**src/rtl/main_memory_interface.sv**
```systemverilog
// Line-granular bridge between an L2 cache and a single-port word SRAM.
// Reads and writes a whole line one word per cycle, then holds the response until released.
module main_memory_interface #(
   parameter int DATA_WIDTH     = 32,
   parameter int ADDRESS_BITS   = 32,
   parameter int MSG_BITS       = 4,
   parameter int OFFSET_BITS    = 2,
   parameter int MEM_INDEX_BITS = 10
) (
   input  logic                                      clock,
   input  logic                                      reset,
   input  logic [MSG_BITS-1:0]                       cache2mem_msg,
   input  logic [ADDRESS_BITS-1:0]                   cache2mem_address,
   input  logic [(1<<OFFSET_BITS)*DATA_WIDTH-1:0]    cache2mem_data,
   output logic [MSG_BITS-1:0]                       mem2cache_msg,
   output logic [ADDRESS_BITS-1:0]                   mem2cache_address,
   output logic [(1<<OFFSET_BITS)*DATA_WIDTH-1:0]    mem2cache_data,
   output logic [MEM_INDEX_BITS-1:0]                 mem_addr,
   output logic                                      mem_we,
   output logic [DATA_WIDTH-1:0]                     mem_wdata,
   input  logic [DATA_WIDTH-1:0]                     mem_rdata
);

   localparam int W      = 1 << OFFSET_BITS;
   localparam int LINE_W = W * DATA_WIDTH;

   localparam logic [MSG_BITS-1:0] NO_REQ      = MSG_BITS'(0);
   localparam logic [MSG_BITS-1:0] R_REQ       = MSG_BITS'(1);
   localparam logic [MSG_BITS-1:0] WB_REQ      = MSG_BITS'(2);
   localparam logic [MSG_BITS-1:0] FLUSH       = MSG_BITS'(3);
   localparam logic [MSG_BITS-1:0] MEM_NO_MSG  = MSG_BITS'(0);
   localparam logic [MSG_BITS-1:0] MEM_RESP    = MSG_BITS'(11);

   localparam logic [OFFSET_BITS:0] K_FULL    = (OFFSET_BITS+1)'(W);
   localparam logic [OFFSET_BITS:0] K_LAST_WR = (OFFSET_BITS+1)'(W-1);
   localparam logic [OFFSET_BITS:0] K_ONE     = (OFFSET_BITS+1)'(1);

   typedef enum logic [1:0] {
      S_IDLE  = 2'd0,
      S_READ  = 2'd1,
      S_WRITE = 2'd2,
      S_RESP  = 2'd3
   } state_t;

   state_t                    r_state;
   state_t                    w_next;
   logic [OFFSET_BITS:0]      r_k;
   logic [ADDRESS_BITS-1:0]   r_base;
   logic [LINE_W-1:0]         r_line;

   logic                      w_is_rd;
   logic                      w_is_wr;
   logic [ADDRESS_BITS-1:0]   w_word_addr;
   logic [OFFSET_BITS-1:0]    w_cap_idx;
   logic [DATA_WIDTH-1:0]     w_wr_word;

   assign w_is_rd = (cache2mem_msg == R_REQ);
   assign w_is_wr = (cache2mem_msg == WB_REQ) || (cache2mem_msg == FLUSH);

   // Base has its offset bits cleared, so splicing k in place of them cannot carry into the tag.
   assign w_word_addr = {r_base[ADDRESS_BITS-1:OFFSET_BITS], r_k[OFFSET_BITS-1:0]};

   // SRAM data lags the address by one cycle, so the word arriving now belongs to k-1.
   assign w_cap_idx = r_k[OFFSET_BITS-1:0] - OFFSET_BITS'(1);

   always_comb begin
      w_wr_word = '0;
      for (int i = 0; i < W; i++) begin
         if (r_k[OFFSET_BITS-1:0] == OFFSET_BITS'(i)) begin
            w_wr_word = r_line[i*DATA_WIDTH +: DATA_WIDTH];
         end
      end
   end

   always_ff @(posedge clock or negedge reset) begin
      if (!reset) begin
         r_state <= S_IDLE;
      end else begin
         r_state <= w_next;
      end
   end

   always_comb begin
      w_next            = r_state;
      mem_we            = 1'b0;
      mem_addr          = '0;
      mem_wdata         = '0;
      mem2cache_msg     = MEM_NO_MSG;
      mem2cache_address = '0;
      mem2cache_data    = '0;
      case (r_state)
         S_IDLE: begin
            if (w_is_rd) begin
               w_next = S_READ;
            end else if (w_is_wr) begin
               w_next = S_WRITE;
            end
         end
         S_READ: begin
            if (r_k < K_FULL) begin
               mem_addr = w_word_addr[MEM_INDEX_BITS-1:0];
            end
            if (r_k == K_FULL) begin
               w_next = S_RESP;
            end
         end
         S_WRITE: begin
            mem_we    = 1'b1;
            mem_addr  = w_word_addr[MEM_INDEX_BITS-1:0];
            mem_wdata = w_wr_word;
            if (r_k == K_LAST_WR) begin
               w_next = S_RESP;
            end
         end
         S_RESP: begin
            mem2cache_msg     = MEM_RESP;
            mem2cache_address = r_base;
            mem2cache_data    = r_line;
            if (cache2mem_msg == NO_REQ) begin
               w_next = S_IDLE;
            end
         end
         default: w_next = S_IDLE;
      endcase
   end

   always_ff @(posedge clock or negedge reset) begin
      if (!reset) begin
         r_k    <= '0;
         r_base <= '0;
         r_line <= '0;
      end else begin
         case (r_state)
            S_IDLE: begin
               if (w_is_rd || w_is_wr) begin
                  r_base <= {cache2mem_address[ADDRESS_BITS-1:OFFSET_BITS], {OFFSET_BITS{1'b0}}};
                  r_k    <= '0;
               end
               if (w_is_wr) begin
                  r_line <= cache2mem_data;
               end
            end
            S_READ: begin
               if (r_k != '0) begin
                  for (int i = 0; i < W; i++) begin
                     if (w_cap_idx == OFFSET_BITS'(i)) begin
                        r_line[i*DATA_WIDTH +: DATA_WIDTH] <= mem_rdata;
                     end
                  end
               end
               if (r_k < K_FULL) begin
                  r_k <= r_k + K_ONE;
               end
            end
            S_WRITE: r_k <= r_k + K_ONE;
            default: ;
         endcase
      end
   end

endmodule
```
**config.mk**
```make
export PLATFORM = sky130hd
export DESIGN_NAME = main_memory_interface
export DESIGN_NICKNAME = d
export VERILOG_FILES = /design/src/rtl/main_memory_interface.sv
export SDC_FILE = /design/constraint.sdc
export NUM_CORES = 1
export LEC_CHECK = 0
export CAP_MARGIN = 10
export CORE_MARGIN = 1
export CORE_UTILIZATION = 30
export DETAILED_ROUTE_END_ITERATION = 8
export MAX_ROUTING_LAYER = met4
export SLEW_MARGIN = 25
export SYNTH_ARGS = -nofsm -noshare
export SYNTH_HDL_FRONTEND = slang
export SYNTH_SLANG_ARGS = --single-unit
```
**constraint.sdc**
```tcl
create_clock -name clock -period 3.29 [get_ports clock]
set_input_delay 0.329 -clock clock [delete_from_list [all_inputs] [get_ports clock]]
set_output_delay 0.329 -clock clock [all_outputs]
set_load 0.005 [all_outputs]
```
==> run_results.csv <==
group,metric,value,unit
synth,ys.flop_type,"dfrtp_1",
synth,synth-edff-count,0,
floorplanning,die_area,35400,um^2
clock_tree,clock_path_buffers,2,
finish,drive_gt1_share,15.4,%
synth,syn_avg_cell_area,9.04,um^2
synth,synth_compound_area_share,14.6,%
finish,multi_input_area,5340,um^2
global_route,grt_use_total,20.6,%
global_route,antenna_found_initial,0,
synth,yosysWarnings,0,
clock_tree,clkSinkCount,163,
global_route,grt_max_degree,81,
synth,synth_cell_types,32,
timing,fin_crit,3.06,ns
worst_setup_path,crit_path_end,"mem_wdata[3]",
timing,hold_ws,0.434,ns
job,max-cap-violations,0,
floorplanning,io_pins,405,
synth,ys_seq_area_share,39.3,%
route,wirelength,35500,um
finish,antenna_cells,0,
global_route,grt_overflow,0,
worst_setup_path,critical_path_class,"flip-flop to output port",
worst_setup_path,r2r_slack,0.62,ns
synth,synth_top_family_by_area,"multiplexers",
timing,finalMaxSlewViolations,0,
worst_setup_path,crit_arrival,2.73,ns
route,drc,0,
floorplanning,start_util,30.8,%
route,drt-initial-drc-count,409,
route,wire_per_inst,18.0,um
route,viasPerCell,4.66,
clock_tree,worstSkewPairLatency,0.43,ns
worst_setup_path,cp-startpoint,"r_k[0]",
finish,layoutNonFillerInstCount,1977,
timing,fmax,0.327,GHz
status,status,"completed",
global_route,grt_pass1_vias,9474,
worst_hold_path,min_path_type,"input port to async pin",
clock_tree,clockRootBuffer,"clkbuf_16",
placed_design,placed_cells,1940,
floorplanning,dieHeight,188,um
timing,maxSlewHeadroom,47.2,%
clock_tree,cts_tree,"built",
timing,finalSetupTns,0,ns
worst_setup_path,r2r_start,"r_k[0]",
power_and_ir_drop,ir_worst_vdd,0.408,mV
placed_design,port_buffers,399,
route,route.vias.total,9221,
floorplanning,dieWidth,188,um
synth,ys_async_sr_fraction,100,%
route,drt_first_pass_iters,5,
worst_setup_path,crit_required,2.96,ns
floorplanning,coreArea,33800,um^2
finish,regArea,4080,um^2
timing,setup_viol,0,
timing,worst_pin_slew,0.790,ns
synth,synthMuxAreaShare,18.9,%
timing,final_hold_viol_count,0,
worst_setup_path,reg2reg_depth,7,
worst_setup_path,startpoint_type,"flip-flop",
synth,ys_ff_latch,163,
route,postRouteAntennaNets,0,
clock_tree,cts_buffers,17,
finish,areaGrowthSynthToFinish,49.7,%
worst_setup_path,cp_max_fo,16,
worst_setup_path,crit_path_end_kind,"output port",
synth,synth-xor-area-share,0,%
power_and_ir_drop,p_leak,6.88,nW
worst_setup_path,regToRegEndpoint,"r_line[113]",
placed_design,gp_congestion,0.814,
timing,rsz0062_at_grt,"no",
timing,skew,0.0140,ns
clock_tree,htree_levels,4,
synth,syn_inst,1149,
placed_design,hpwlAfterDp,25300,um
synth,yosys.area_share.simple,15.5,%
finish,nets,1726,
power_and_ir_drop,power_density,1000,nW/um^2
synth,synth-adder-area-share,1.45,%
timing,period_share,93.0,%
clock_tree,clkTransAtPathRegs,0.07,ns
global_route,grt_pass1_wl,54800,um
floorplanning,row_count,67,
finish,fill_cells,3244,
synth,syn-cell-area,10400,um^2
-- state kept, by name, summed over array words and instances (netlist names) --
| name | flops |
|---|---|
| r_base | 30 |
| r_state | 2 |
| r_line | 128 |
| r_k | 3 |
-- critical path, stage by stage (launching register included) --
cell,delay [ns]
dfrtp_1,0.48
inv_1,0.24
ha_4,0.33
buf_4,0.29
a21oi_1,0.06
o21ai_0,0.11
a22oi_1,0.10
nor2b_1,0.14
clkdlybuf4s50_1,0.55
-- cell type report --
| class | count | share of cell area (%) |
|---|---|---|
| multi-input cells | 735 | 34.4 |
| repair buffers | 431 | 27.9 |
| flip-flops and latches | 163 | 26.2 |
| inverters | 168 | 4.06 |
| well taps | 448 | 3.60 |
| clock buffers | 22 | 3.05 |
| clock inverters | 10 | 0.805 |
-- cells by family after synthesis --
logic type / Yosys count
AND/OR/NAND/NOR: 287
AO/OA/AOI/OAI: 275
buffers and inverters: 253
flip-flops: 163
multiplexers: 158
adder cells (fa/ha/maj): 12
other: 1
-- power breakdown --
| group | internal (mW) | switching (mW) |
|---|---|---|
| Combinational | 5.25 | 4.40 |
| Clock | 1.19 | 0.900 |
| Sequential | 3.10 | 0.740 |
| Total | 9.54 | 6.04 |
-- Yosys cell counts, drive strengths merged, types with 2 or more instances --
cell | instances | area (um^2)
nor2b | 35 | 219
clkbuf | 56 | 210
buf | 29 | 223
mux2 | 158 | 1970
ha | 12 | 150
a21oi | 67 | 335
a22oi | 32 | 240
nor2 | 6 | 22.5
nand2 | 70 | 263
inv | 168 | 631
dfrtp | 163 | 4080
o21ai | 168 | 856
and2 | 170 | 1060
o21a | 2 | 15.0
-- timing repair --
action	4_1_cts	5_1_grt
gates resized for setup	1	1
pin swaps	0	1
hold buffers	1	0
buffers inserted	0	4
setup endpoints to repair	8	16
hold endpoints to repair	45	0
-- placed cells by master, fill, tap and decap left out, types with 2 or more instances in the layout --
cell               n
nor2_1             6
ha_1               5
clkbuf_1           2
ha_2               3
clkbuf_16         17
o21ai_0          164
ha_4               4
inv_1            168
clkbuf_8           3
mux2_2           108
o21a_1             2
clkinv_4           3
nand2_1           70
o21ai_4            4
nor2b_1           35
a21oi_1           67
clkdlybuf4s50_1  398
a22oi_1           32
buf_4             23
clkinvlp_4         4
and2_1           170
dfrtp_1          163
conb_1             3
bufinv_16          2
buf_12             8
mux2_4            50
-- stage by stage --
step | power (mW) | worst slack, ns | area (um^2) | utilization, %
floorplan | 9.56 | 1.21 | 10400 | -
global placement | 13.4 | 0.473 | 14900 | 44.0
detailed placement | 13.5 | 0.419 | 14900 | 44.0
CTS | 15.7 | 0.0431 | 15500 | 45.9
global route | 16.7 | 0.0281 | 15500 | 46.0
finish | 15.6 | 0.231 | 15500 | 46.0
-- worst min-delay path by stage --
| stage | startpoint | end | slack, ns | cells after the start |
|---|---|---|---|---|
| CTS | reset | r_line[108] | 0.43 | 2 |
| finish | reset | r_line[74] | 0.43 | 2 |
| global placement | reset | r_line[108] | 0.32 | 1 |
| floorplan | reset | r_base[10] | 0.03 | 0 |
| detailed placement | reset | r_line[108] | 0.31 | 1 |
| global route | reset | r_line[108] | 0.46 | 2 |
-- layer usage --
metal	vias up	wire [um]	GRT usage [%]
li1	4465	-	-
met3	37	1870	4.04
met1	4422	16100	25.9
met4	0	657	5.66
met5	-	0	-
met2	297	16900	33.6
Power figures use the tool's default switching activity.
